**src/rtl/fetch_queue.sv**
```systemverilog
// Instruction prefetch queue feeding the IF/ID register: borrows idle memory cycles to fetch ahead,
// holds {inst, pc} pairs, flushes on redirect and stops fetching once an EBREAK has been queued.
module fetch_queue #(
    parameter int          DEPTH    = 4,
    parameter int          ADDR_W   = 12,
    parameter logic [31:0] RESET_PC = 32'h0000_0000
) (
    input  logic                         clk,
    input  logic                         rst,
    input  logic                         mem_busy,
    input  logic                         redirect,
    input  logic [31:0]                  redirect_pc,
    output logic                         imem_req,
    output logic [ADDR_W-1:0]            imem_addr,
    input  logic [31:0]                  imem_rdata,
    input  logic                         deq,
    output logic                         inst_valid,
    output logic [31:0]                  inst,
    output logic [31:0]                  inst_pc,
    output logic [31:0]                  inst_pc4,
    output logic [$clog2(DEPTH+1)-1:0]   count
);

    localparam int PW = $clog2(DEPTH);
    localparam int CW = $clog2(DEPTH+1);
    localparam logic [CW:0] DepthLim = (CW+1)'(DEPTH);
    localparam logic [31:0] NopInst  = 32'h0000_0013;

    logic [31:0]   instMem [DEPTH];
    logic [31:0]   pcMem   [DEPTH];

    logic [PW-1:0] headQ, headD;
    logic [PW-1:0] tailQ, tailD;
    logic [CW-1:0] countQ, countD;
    logic [31:0]   fetchPcQ, fetchPcD;
    logic          inflightQ, inflightD;
    logic [31:0]   inflightPcQ, inflightPcD;
    logic          haltedQ, haltedD;

    logic          enq;
    logic          deqFire;
    logic          incomingEbreak;
    logic [CW:0]   reserved;
    logic [31:0]   redirectTarget;

    assign redirectTarget = redirect_pc & 32'hFFFF_FFFC;
    assign reserved       = {1'b0, countQ} + {{CW{1'b0}}, inflightQ};

    // A redirect discards the response arriving in the same cycle and ignores decode's dequeue.
    assign enq            = inflightQ & ~redirect;
    assign deqFire        = deq & (countQ != '0) & ~redirect;

    // The EBREAK being written this edge already blocks the next request, so nothing past it is fetched.
    assign incomingEbreak = enq & (imem_rdata[6:0] == 7'b1110011) & imem_rdata[20];

    assign imem_req  = ~rst & ~haltedQ & ~incomingEbreak & ~mem_busy & ~redirect & (reserved < DepthLim);
    assign imem_addr = fetchPcQ[ADDR_W-1:0];

    assign inst_valid = (countQ != '0);
    assign inst       = inst_valid ? instMem[headQ] : NopInst;
    assign inst_pc    = inst_valid ? pcMem[headQ] : 32'h0;
    assign inst_pc4   = inst_valid ? pcMem[headQ] + 32'd4 : 32'h0;
    assign count      = countQ;

    always_comb begin
        headD       = headQ;
        tailD       = tailQ;
        countD      = countQ;
        fetchPcD    = fetchPcQ;
        inflightD   = 1'b0;
        inflightPcD = inflightPcQ;
        haltedD     = haltedQ;

        if (redirect) begin
            headD    = '0;
            tailD    = '0;
            countD   = '0;
            fetchPcD = redirectTarget;
            haltedD  = 1'b0;
        end else begin
            if (enq) begin
                tailD = tailQ + PW'(1);
            end
            if (deqFire) begin
                headD = headQ + PW'(1);
            end
            if (enq && !deqFire) begin
                countD = countQ + CW'(1);
            end else if (!enq && deqFire) begin
                countD = countQ - CW'(1);
            end
            if (incomingEbreak) begin
                haltedD = 1'b1;
            end
            if (imem_req) begin
                fetchPcD    = fetchPcQ + 32'd4;
                inflightD   = 1'b1;
                inflightPcD = fetchPcQ;
            end
        end
    end

    always_ff @(posedge clk or posedge rst) begin
        if (rst) begin
            headQ       <= '0;
            tailQ       <= '0;
            countQ      <= '0;
            fetchPcQ    <= RESET_PC;
            inflightQ   <= 1'b0;
            inflightPcQ <= RESET_PC;
            haltedQ     <= 1'b0;
        end else begin
            headQ       <= headD;
            tailQ       <= tailD;
            countQ      <= countD;
            fetchPcQ    <= fetchPcD;
            inflightQ   <= inflightD;
            inflightPcQ <= inflightPcD;
            haltedQ     <= haltedD;
        end
    end

    // Payload storage needs no reset: entries are only visible through countQ.
    always_ff @(posedge clk) begin
        if (enq) begin
            instMem[tailQ] <= imem_rdata;
            pcMem[tailQ]   <= inflightPcQ;
        end
    end

endmodule

```
**config.mk**
```make
export PLATFORM = sky130hd
export DESIGN_NAME = fetch_queue
export DESIGN_NICKNAME = d
export VERILOG_FILES = /design/src/rtl/fetch_queue.sv
export SDC_FILE = /design/constraint.sdc
export NUM_CORES = 1
export LEC_CHECK = 0
export BUFFER_PORTS_ARGS = -buffer_cell sky130_fd_sc_hd__buf_2
export CORE_MARGIN = 2
export CORE_UTILIZATION = 52
export CTS_BUF_LIST = sky130_fd_sc_hd__clkbuf_16
export CTS_CLUSTER_SIZE = 10
export DETAILED_ROUTE_END_ITERATION = 8
export HOLD_SLACK_MARGIN = 0.06
export PLACE_DENSITY = 0.87
export SLEW_MARGIN = 30
export SYNTH_ARGS = -nofsm -noshare
export SYNTH_HDL_FRONTEND = slang
export SYNTH_SLANG_ARGS = --single-unit
export TNS_END_PERCENT = 100
```
**constraint.sdc**
```tcl
create_clock -name clk -period 2.9 [get_ports clk]
set_input_delay 0.29 -clock clk [delete_from_list [all_inputs] [get_ports clk]]
set_output_delay 0.29 -clock clk [all_outputs]
set_load 0.01 [all_outputs]
```
==> results of run 1 <==
## worst register-to-register path: cells and delay by family, from the launching register on
family                 cells  cell delay, ns
AOI/OAI and AO/OA          2            0.52
and+or+nand+nor            2            0.39
muxes                      1            0.45
buffers and inverters      1            0.59
DFF                        1            0.37
## registers in the layout (all words and copies together), names as in the netlist
register and count:
headQ 2, pcMem 120, fetchPcQ 30, haltedQ 1, count 3, tailQ 2, instMem 128, inflightQ 1
inflightPcQ 30
## area by class of cell
type	instances	area, µm²
Fill cell	1783	9470
Clock inverter	20	81.3
Timing Repair Buffer	285	1960
Inverter	19	71.3
Antenna cell	2	5.00
Clock buffer	39	976
Tap cell	341	427
Sequential cell	317	9180
Multi-Input combinational cell	537	4490
## timing repair
item | 4_1_cts | 5_1_grt
pin swaps | 16 | 3
hold endpoints to repair | 175 | 0
endpoints found under the setup margin | 51 | 49
setup buffers | 25 | 4
gates cloned | 1 | 0
hold buffers | 55 | 0
resized for setup | 31 | 17
## power by group
group / total, mW / switching (mW) / internal, mW
clock: 4.05 / 1.66 / 2.39
combinational: 4.80 / 2.60 / 2.20
sequential: 5.76 / 0.396 / 5.36
total: 14.6 / 4.66 / 9.95
## worst max path at each step
| stage | startpoint | end |
|---|---|---|
| after floorplan | inflightQ | instMem[0][0] |
| after global placement | headQ[0] | inst_pc4[30] |
| after detailed placement | headQ[0] | inst_pc4[24] |
| after CTS | headQ[0] | inst_pc4[30] |
| after global routing | headQ[0] | inst_pc4[25] |
| final | headQ[0] | inst_pc4[25] |
## metal layers
metal  vias up  track usage, %
met2       533            41.5
li1       4065               -
met4         2            8.13
met5         -               0
met3        75            4.54
met1      4634            33.8
## cells by family (layout without fill, tap and decap cells)
logic type / after synthesis / in the layout / share of synthesized area [%]
fa+ha+maj: 7 / 7 / 0.680
other cells: 1 / 8 / 0.0268
mux: 99 / 99 / 13.1
xor+xnor: 17 / 17 / 1.06
compound gates: 64 / 64 / 3.50
buf+inv: 85 / 363 / 3.14
flops: 317 / 317 / 65.6
simple gates: 343 / 344 / 12.9
## placed cells by master (no fill, tap or decap), types with 9 or more instances in the layout
master                          Yosys  final
sky130_fd_sc_hd__a221o_1           21     21
sky130_fd_sc_hd__and2_1            69     64
sky130_fd_sc_hd__and4_1            12      9
sky130_fd_sc_hd__buf_2             14    170
sky130_fd_sc_hd__buf_4             17     47
sky130_fd_sc_hd__clkbuf_16          0     39
sky130_fd_sc_hd__dfrtp_1           69     67
sky130_fd_sc_hd__dlygate4sd3_1      0     55
sky130_fd_sc_hd__edfxtp_1         248    248
sky130_fd_sc_hd__inv_1             18     35
sky130_fd_sc_hd__mux2_2            11     11
sky130_fd_sc_hd__mux2i_1           20     20
sky130_fd_sc_hd__mux4_2            52     62
sky130_fd_sc_hd__nand2_1          115    115
sky130_fd_sc_hd__nand3_1           23     21
sky130_fd_sc_hd__nand4_1           14     14
sky130_fd_sc_hd__nor2_1            41     41
sky130_fd_sc_hd__nor3_1            19     18
sky130_fd_sc_hd__nor4_1            14     13
sky130_fd_sc_hd__o21ai_0           14     14
sky130_fd_sc_hd__xnor2_1           11     10
## through the flow
stage | cell area, µm² | setup TNS, ns | worst slack (ns) | util [%]
floorplan | 14000 | 0 | 0.146 | -
global route | 17200 | -5.76 | -0.338 | 64.5
finish | 17200 | -3.79 | -0.255 | 64.5
global placement | 15200 | 0 | 0.138 | 57.0
CTS | 17100 | -5.79 | -0.256 | 64.1
detailed placement | 15200 | 0 | 0.101 | 57.0
==> metrics.log, run 1 <==
INFO  metric run_status = finished with violations
INFO  metric violations = setup timing
INFO  metric core_area = 0.0267 mm²
INFO  metric hold_path_startpoint = redirect_pc[22]
INFO  metric whs = 0.0738 ns
INFO  metric finalCritPeriodShare = 109%
INFO  metric setup_failing_eps_final = 21
INFO  metric crit_arrival = approximately 2.9 ns
INFO  metric area_share_of_the_largest_cell_type_after_synthesis = a little over half
INFO  metric slew_violations = 0
INFO  metric insertion_delay = 0.51 ns
INFO  metric static-leakage-power = 6.52 nW
INFO  metric synth.most_common_cell = sky130_fd_sc_hd__edfxtp_1
INFO  metric tritoncts = done
INFO  metric synth_largest_area_cell = sky130_fd_sc_hd__edfxtp_1
INFO  metric worst-r2r-cell-count = 6
INFO  metric ys_seq_area_share = 65.6%
INFO  metric fp.dieH = 168 µm
INFO  metric power.density = between 800 and 900 mW/mm²
INFO  metric final-instance-count-excl-fill = 1,560
INFO  metric detail_route.iter0.violations = 1,199
INFO  metric die_area = roughly 0.028 mm²
INFO  metric dr_wl_met2 = 17.4 mm
INFO  metric peakVddDrop = 0.000470 V
INFO  metric ioPinCount = 182
INFO  metric post_synth.cell_area_avg = around 15 µm²
INFO  metric synthTopCellsByCount = 248 x sky130_fd_sc_hd__edfxtp_1, 115 x sky130_fd_sc_hd__nand2_1, 69 x sky130_fd_sc_hd__and2_1, 69 x sky130_fd_sc_hd__dfrtp_1, 52 x sky130_fd_sc_hd__mux4_2
INFO  metric synth.ff_latch_count = 317
INFO  metric syn2layout_area_growth = 22.9%
INFO  metric route.antenna.remaining_nets = 0
INFO  metric critPathCaptureType = output pin
INFO  metric route.vias.total = 9,309
INFO  metric worstPathBufferInverterCount = 3
INFO  metric grt_max_degree = 67
INFO  metric number_of_synthesized_flops_with_an_enable_pin = 248
INFO  metric worst_setup_hold_path_clk_slew = 0.05 ns
INFO  metric drc_errors = 0
INFO  metric critical_path.startpoint_type = flip-flop
INFO  metric design.final.nets = 1,273
INFO  metric clock_root_buffer = sky130_fd_sc_hd__clkbuf_16
INFO  metric critical_path_required = 2.61 ns
INFO  metric portBuffers = 173
INFO  metric floorplan.rows = 60
INFO  metric synth_warnings = 0
INFO  metric worst_flop_to_flop_path_endpoint = fetchPcQ[5]
INFO  metric cts_buffer_depth = 3
INFO  metric timing.hold.worst_endpoint = fetchPcQ[22]
INFO  metric routed.top_layer = met5
INFO  metric worst-path-max-fanout = 7
INFO  metric min_path_type = primary input to flip-flop
INFO  metric r2r-start = haltedQ
INFO  metric timing_hold_violations_final = 0
INFO  metric yosys-top-cells-area = sky130_fd_sc_hd__edfxtp_1 53%, sky130_fd_sc_hd__dfrtp_1 12%, sky130_fd_sc_hd__mux4_2 8.4%, sky130_fd_sc_hd__and2_1 3.1%, sky130_fd_sc_hd__nand2_1 3.1%
INFO  metric synth_cells = 933
INFO  metric top_delay_family_on_crit_path = simple AND/OR/NAND/NOR gates
INFO  metric achievable-frequency = 0.317 GHz
INFO  metric post_drt_via_cell_ratio = 5.97
INFO  metric pwr_total = 14.6 mW
INFO  metric floorplan.initialDensity = 52.5%
INFO  metric track_usage = 25.0%
INFO  metric clock_tree.htree_level_count = 2
INFO  metric post_synth_num_cell_types = slightly above 60
INFO  metric max_slew.worst_pin.slew = 0.816 ns
INFO  metric avgRoutedWirePerCell = 22.5 µm
INFO  metric critPathSlowestCell = sky130_fd_sc_hd__dfrtp_4
INFO  metric grt_overflow = 0
INFO  metric cts_buffers = 37
INFO  metric critical-path-max-stage-delay = 0.50 ns
INFO  metric routabilityCongestion = just over 0.9
INFO  metric global_route_wire_length_before_repair = around 54 mm
INFO  metric synthArstFlopShare = 21.8%
INFO  metric cts_num_sinks = between 300 and 400
INFO  metric layout-drive-gt1-share = 32.0%
INFO  metric antenna_found_initial = 3
INFO  metric crit_cells = 8
INFO  metric finalWorstPathRequiredPeriod = between 3 and 4 ns
INFO  metric die_extent_in_x = 168 µm
INFO  metric final.setup.worst_slack = -0.255 ns
INFO  metric place_inst = 1,414
INFO  metric drt_wl_total = 35.1 mm
INFO  metric met3_length = 2.64 mm
INFO  metric drt-met1-wl = between 10 and 15 mm
INFO  metric place.detailed.hpwl = 20.1 mm
INFO  metric path_cells = buf_12 -> buf_4 -> mux4_2 -> and4_4 -> nand3_4 -> or4_4 -> a21oi_2 -> buf_2
INFO  metric rrSetupSlack = 0.46 ns
INFO  metric min_delay_path_depth = 3
INFO  metric critical_path_class = flip-flop to output pin
INFO  metric via_count_of_the_first_global_routing_pass = 9,432
INFO  metric drt_pre_antenna_iters = 6
INFO  metric worst_slew_margin_rel = 45.5%
INFO  metric synth_top_flop_cell = sky130_fd_sc_hd__edfxtp_1
INFO  metric setup_repair_after_global_routing_missed_its_margin = yes
INFO  metric final.setup_skew = 0.0135 ns
INFO  metric cap_violations = 0
INFO  metric syn-cell-area = ~0.014 mm²
(Power assumes the default switching activity.)
==> run 2, diff against run 1 <==
- MAX_ROUTING_LAYER: not set -> met4
==> metrics.log, run 2 (synthesized netlist as in run 1, its figures left out) <==
INFO  metric run_status = finished with violations
INFO  metric violations = setup timing
INFO  metric via_count_of_the_first_global_routing_pass = 9,773
INFO  metric min_path_type = primary input to flip-flop
INFO  metric worst_setup_hold_path_clk_slew = 0.06 ns
INFO  metric portBuffers = between 150 and 200
INFO  metric worstPathBufferInverterCount = 4
INFO  metric critical-path-max-stage-delay = 0.52 ns
INFO  metric drt_pre_antenna_iters = 6
INFO  metric critical_path_class = flip-flop to output pin
INFO  metric cts_num_sinks = between 300 and 400
INFO  metric core_area = 0.0267 mm²
INFO  metric drt_wl_total = 35.8 mm
INFO  metric top_delay_family_on_crit_path = buffers and inverters
INFO  metric path_cells = buf_12 -> buf_6 -> mux4_2 -> and4_4 -> nand3_4 -> buf_4 -> o31ai_2 -> a21oi_2 -> buf_2
INFO  metric final-instance-count-excl-fill = around 1,600
INFO  metric global_route_wire_length_before_repair = 54.8 mm
INFO  metric whs = 0.0815 ns
INFO  metric static-leakage-power = approximately 6.8 nW
INFO  metric avgRoutedWirePerCell = 22.4 µm
INFO  metric registers.top_by_ff_count = instMem
INFO  metric final.setup_skew = 0.0156 ns
INFO  metric critPathSlowestCell = sky130_fd_sc_hd__dfrtp_4
INFO  metric worst-path-max-fanout = 6
INFO  metric final.setup.worst_slack = -0.366 ns
INFO  metric finalCritPeriodShare = 113%
INFO  metric rrSetupSlack = 0.50 ns
INFO  metric critical_path.startpoint_type = flip-flop
INFO  metric mostFrequentLayoutCells = 248 x sky130_fd_sc_hd__edfxtp_1, 166 x sky130_fd_sc_hd__buf_2, 111 x sky130_fd_sc_hd__nand2_1
INFO  metric post_drt_via_cell_ratio = 5.96
INFO  metric setup_tns = -5.30 ns
INFO  metric grt_overflow = 0
INFO  metric detail_route.iter0.violations = 1,108
INFO  metric largest_register_ff_count = ~130
INFO  metric worst_slew_margin_rel = 53.1%
INFO  metric die_area = 0.0282 mm²
INFO  metric slew_violations = 0
INFO  metric fp.dieH = 168 µm
INFO  metric critPathCaptureType = output pin
INFO  metric insertion_delay = 0.51 ns
INFO  metric cts_buffers = 37
INFO  metric finalWorstPathRequiredPeriod = 3.27 ns
INFO  metric critical_path_required = 2.61 ns
INFO  metric peakVddDrop = about 0.00052 V
INFO  metric achievable-frequency = 0.306 GHz
INFO  metric final_common_cell = sky130_fd_sc_hd__edfxtp_1
INFO  metric syn2layout_area_growth = 27.2%
INFO  metric place.detailed.hpwl = 20.1 mm
INFO  metric drc_errors = 0
INFO  metric setup_repair_after_global_routing_missed_its_margin = yes
INFO  metric clock_tree.htree_level_count = 2
INFO  metric floorplan.initialDensity = 52.5%
INFO  metric ioPinCount = about 180
INFO  metric max_slew.worst_pin.slew = around 0.7 ns
INFO  metric power.density = between 800 and 900 mW/mm²
INFO  metric setup_failing_eps_final = 25
INFO  metric cts_buffer_depth = 3
INFO  metric timing_hold_violations_final = 0
INFO  metric grt_max_degree = 67
INFO  metric clock_root_buffer = sky130_fd_sc_hd__clkbuf_16
INFO  metric reg.largest.list = instMem (128), pcMem (120)
INFO  metric design.final.nets = 1,309
INFO  metric antenna_found_initial = 2
INFO  metric place_inst = 1,419
INFO  metric die_extent_in_x = about 170 µm
INFO  metric track_usage = 25.8%
INFO  metric route.antenna.remaining_nets = 0
INFO  metric filler_cell_count = 1,633
INFO  metric floorplan.rows = 60
INFO  metric route.vias.total = 9,517
INFO  metric crit_arrival = 2.98 ns
INFO  metric layout-drive-gt1-share = a little over a third
INFO  metric cap_violations = 0
INFO  metric routabilityCongestion = 0.950
INFO  metric tritoncts = done
==> run 2: changes by cell type in the layout (fill, tap and decap cells not counted), moves of 3 or more <==
| cell | change |
|---|---|
| sky130_fd_sc_hd__mux2_1 | -3 |
| sky130_fd_sc_hd__nand3_1 | -4 |
| sky130_fd_sc_hd__a21oi_2 | +3 |
| sky130_fd_sc_hd__buf_6 | +22 |
| sky130_fd_sc_hd__nor2_1 | -3 |
| sky130_fd_sc_hd__buf_2 | -4 |
| sky130_fd_sc_hd__a21oi_1 | -3 |
| sky130_fd_sc_hd__mux2_4 | +3 |
| sky130_fd_sc_hd__nand2_1 | -4 |
| sky130_fd_sc_hd__o31ai_1 | -3 |
| sky130_fd_sc_hd__buf_4 | +12 |
==> run 2: tightest hold or removal path, cell delays in order <==
cell                      delay (ns)
sky130_fd_sc_hd__buf_2          0.09
sky130_fd_sc_hd__nand2_1        0.05
sky130_fd_sc_hd__o31ai_1        0.06
sky130_fd_sc_hd__a21o_1         0.08
==> run 2: report_power, final <==
group	internal [mW]	switching [mW]	total, mW
Sequential	5.36	0.406	5.76
Clock	2.39	1.71	4.10
Combinational	2.59	2.79	5.39
Total	10.3	4.90	15.3
==> run 2: routing by layer <==
metal  global-route usage [%]  routed length (µm)  up-vias
met5                        -                   0        -
met4                     8.20                1080        0
met3                     3.83                2530       96
met2                     43.2               17800      534
met1                     33.0               14300     4750
li1                         -                   -     4137
==> run 2: area by class of cell <==
cell class / instances / area [µm²] / share of cell area (%)
clock inverter: 21 / 85.1 / 0.478
inverter: 19 / 71.3 / 0.401
tap: 341 / 427 / 2.40
clock buffer: 39 / 976 / 5.49
sequential: 317 / 9180 / 51.6
antenna: 2 / 5.00 / 0.0281
timing repair buffer: 322 / 2400 / 13.5
multi-input combinational: 536 / 4640 / 26.1
==> run 2: final timing paths <==
check / startpoint / end / cells past startpoint
setup / recovery: headQ[0] / inst_pc4[27] / 9
min in group asynchronous: rst / count[2] / 3
max in group asynchronous: rst / inflightPcQ[8] / 4
hold reg to reg: haltedQ / haltedQ / 2
hold / removal: redirect_pc[24] / fetchPcQ[24] / 4
setup reg to reg: count[2] / fetchPcQ[7] / 6
==> run 2: timing repair <==
item,4_1_cts,5_1_grt
gates resized for setup,83,25
gates cloned,0,1
setup buffers,39,19
setup endpoints to repair,39,28
hold buffers,57,0
endpoints found under the hold margin,174,0
pin swaps,32,22
==> run 2: metrics by stage <==
stage	cell area, µm²	util (%)	total power [mW]	setup WS, ns
after floorplan	14000	-	8.47	0.146
after global placement	15200	57.2	9.89	0.152
final	17800	66.7	15.3	-0.366
after detailed placement	15200	57.2	10.0	0.0915
after CTS	17500	65.6	14.8	-0.258
after global routing	17800	66.7	15.8	-0.402
==> run 3, diff against run 2 <==
- CORE_UTILIZATION: 52 -> 62
- PLACE_DENSITY: 0.87 -> 0.95
- clock period: 2.9 -> 3.94 ns (I/O delays scaled with it)
==> metrics.log, run 3 (synthesized netlist as in run 1, its figures left out) <==
INFO  metric final.setup_skew = approximately 0.019 ns
INFO  metric grt_max_degree = 67
INFO  metric worst_slew_margin_rel = 43.9%
INFO  metric routabilityCongestion = 0.865
INFO  metric critical_path.startpoint_type = flip-flop
INFO  metric cts_num_sinks = 317
INFO  metric avgRoutedWirePerCell = between 20 and 30 µm
INFO  metric core_area = 0.0220 mm²
INFO  metric power.net_switching = 3.43 mW
INFO  metric via_count_of_the_first_global_routing_pass = 8,964
INFO  metric place.detailed.hpwl = 21.0 mm
INFO  metric pwr_total = roughly 10 mW
INFO  metric comb_power_share = 30.6%
INFO  metric grtUsageMet1 = 41.7%
INFO  metric portBuffers = roughly 170
INFO  metric grt_use_met3 = ~5.3%
INFO  metric crit_arrival = 3.33 ns
INFO  metric setup_tns = 0 ns
INFO  metric detail_route.iter0.violations = 1,195
INFO  metric peakVddDrop = 0.000299 V
INFO  metric run_status = completed
INFO  metric finalCritPeriodShare = 94.4%
INFO  metric timing_hold_violations_final = 0
INFO  metric dp_worst_setup_slack = 0.736 ns
INFO  metric global_route_wire_length_before_repair = 53.3 mm
INFO  metric grt_overflow = 0
INFO  metric final_core_utilization = 73.2%
INFO  metric drt_wl_total = 35.4 mm
INFO  metric critical_path_class = flip-flop to output pin
INFO  metric antenna_found_initial = 2
INFO  metric insertion_delay = roughly 0.52 ns
INFO  metric min_path_type = primary input to asynchronous set/reset pin
INFO  metric die_area = around 0.024 mm²
INFO  metric detailed_place.area = 0.0151 mm²
INFO  metric floorplan.initialDensity = 63.7%
INFO  metric achievable-frequency = between 0.2 and 0.3 GHz
INFO  metric postLayoutCellArea = 0.0161 mm²
INFO  metric setup_failing_eps_final = 0
INFO  metric met2_usage = 48.8%
INFO  metric route.antenna.remaining_nets = 0
INFO  metric place_inst = 1,343
INFO  metric finalWorstPathRequiredPeriod = 3.72 ns
INFO  metric static-leakage-power = 6.01 nW
INFO  metric final_common_cell = sky130_fd_sc_hd__edfxtp_1
INFO  metric ioPinCount = ~180
INFO  metric setup_repair_after_global_routing_missed_its_margin = no
INFO  metric cts_buffers = 37
INFO  metric clock_tree.htree_level_count = 2
INFO  metric post_drt_via_cell_ratio = ~6.6
INFO  metric drc_errors = 0
INFO  metric tritoncts = done
INFO  metric switching_share = about a third
INFO  metric clockPowerShare = 28.1%
INFO  metric worst-path-max-fanout = 15
INFO  metric cts_stage_hold_buffer_count = 0
INFO  metric final.setup.worst_slack = about 0.22 ns
INFO  metric route.vias.total = ~9,200
INFO  metric track_usage = 30.7%
INFO  metric cts_buffer_depth = 3
INFO  metric max_slew.worst_pin.slew = between 0.8 and 0.9 ns
INFO  metric drt_pre_antenna_iters = 6
INFO  metric clock_root_buffer = sky130_fd_sc_hd__clkbuf_16
INFO  metric fp.dieH = 154 µm
INFO  metric whs = 0.0189 ns
INFO  metric design.final.nets = 1,179
INFO  metric syn2layout_area_growth = 15.0%
INFO  metric layout-drive-gt1-share = 28.7%
INFO  metric share_of_total_power_in_sequential_cells = 41.3%
INFO  metric slew_violations = 0
INFO  metric final-instance-count-excl-fill = 1,401
INFO  metric floorplan.rows = 54
INFO  metric critical_path_required = 3.55 ns
INFO  metric internal_power = 6.98 mW
INFO  metric mostFrequentLayoutCells = 248 x sky130_fd_sc_hd__edfxtp_1, 173 x sky130_fd_sc_hd__buf_2, 115 x sky130_fd_sc_hd__nand2_1
INFO  metric power.density = 647 mW/mm²
INFO  metric worst_setup_hold_path_clk_slew = 0.06 ns
INFO  metric largest_register_ff_count = 128
INFO  metric reg.largest.list = instMem (128), pcMem (120)
INFO  metric cap_violations = 0
INFO  metric die_extent_in_x = 154 µm
INFO  metric registers.top_by_ff_count = instMem
INFO  metric grt_busiest_layer = met2
INFO  metric critPathCaptureType = output pin
[run 3: cell count changes in the layout (fill, tap and decap cells not counted), moves of 7 or more]
cell                            delta
sky130_fd_sc_hd__buf_2             +7
sky130_fd_sc_hd__buf_4            -45
sky130_fd_sc_hd__buf_6            -28
sky130_fd_sc_hd__dlygate4sd3_1    -57
sky130_fd_sc_hd__mux4_1           +10
sky130_fd_sc_hd__mux4_2           -10
[run 3: timing repair]
| item | in CTS | in global routing |
|---|---|---|
| resized for setup | 0 | 0 |
| setup endpoints to repair | 0 | 1 |
| setup buffers | 0 | 1 |
[run 3: area by class of cell]
class	count	area [µm²]
Inverter	19	72.6
Tap cell	280	350
Fill cell	1252	5880
Clock inverter	16	70.1
Timing Repair Buffer	192	1070
Clock buffer	37	926
Multi-Input combinational cell	536	4400
Antenna cell	4	10.0
Sequential cell	317	9180
[run 3: power by group through the flow]
stage	combinational, mW	sequential (mW)	clock (mW)
5_1_grt	3.40	4.33	3.07
3_3_place_gp	2.93	4.32	0
2_1_floorplan	2.08	4.16	0
4_1_cts	3.11	4.32	2.93
6_report	3.18	4.30	2.92
3_5_place_dp	3.03	4.37	0
[run 3: per-layer routing]
| layer | wire (µm) | vias to the layer above | part of all wire, % |
|---|---|---|---|
| li1 | - | 3880 | - |
| met3 | 3490 | 99 | 9.9 |
| met4 | 1060 | 0 | 3.0 |
| met5 | 0 | - | 0 |
| met2 | 17600 | 679 | 50 |
| met1 | 13200 | 4542 | 37 |
[run 3: worst paths after layout]
kind                                start  cells past startpoint  slack (ns)        endpoint
max reg2reg                      count[0]                      7        1.25     fetchPcQ[7]
max in group asynchronous             rst                      3        3.10  inflightPcQ[3]
min reg2reg                       haltedQ                      2        0.51         haltedQ
min                                   rst                      2        0.02    fetchPcQ[27]
max                              headQ[0]                      7        0.22    inst_pc4[28]
min in group clk           imem_rdata[22]                      1        0.10  instMem[1][22]
[run 3: critical path, stage by stage (launching register included)]
cell and delay (ns):
sky130_fd_sc_hd__dfrtp_4 0.61, sky130_fd_sc_hd__buf_12 0.22, sky130_fd_sc_hd__mux4_2 0.43, sky130_fd_sc_hd__nand4_1 0.33
sky130_fd_sc_hd__nor3_2 0.50, sky130_fd_sc_hd__nand3_1 0.20, sky130_fd_sc_hd__mux2_1 0.36, sky130_fd_sc_hd__buf_2 0.15
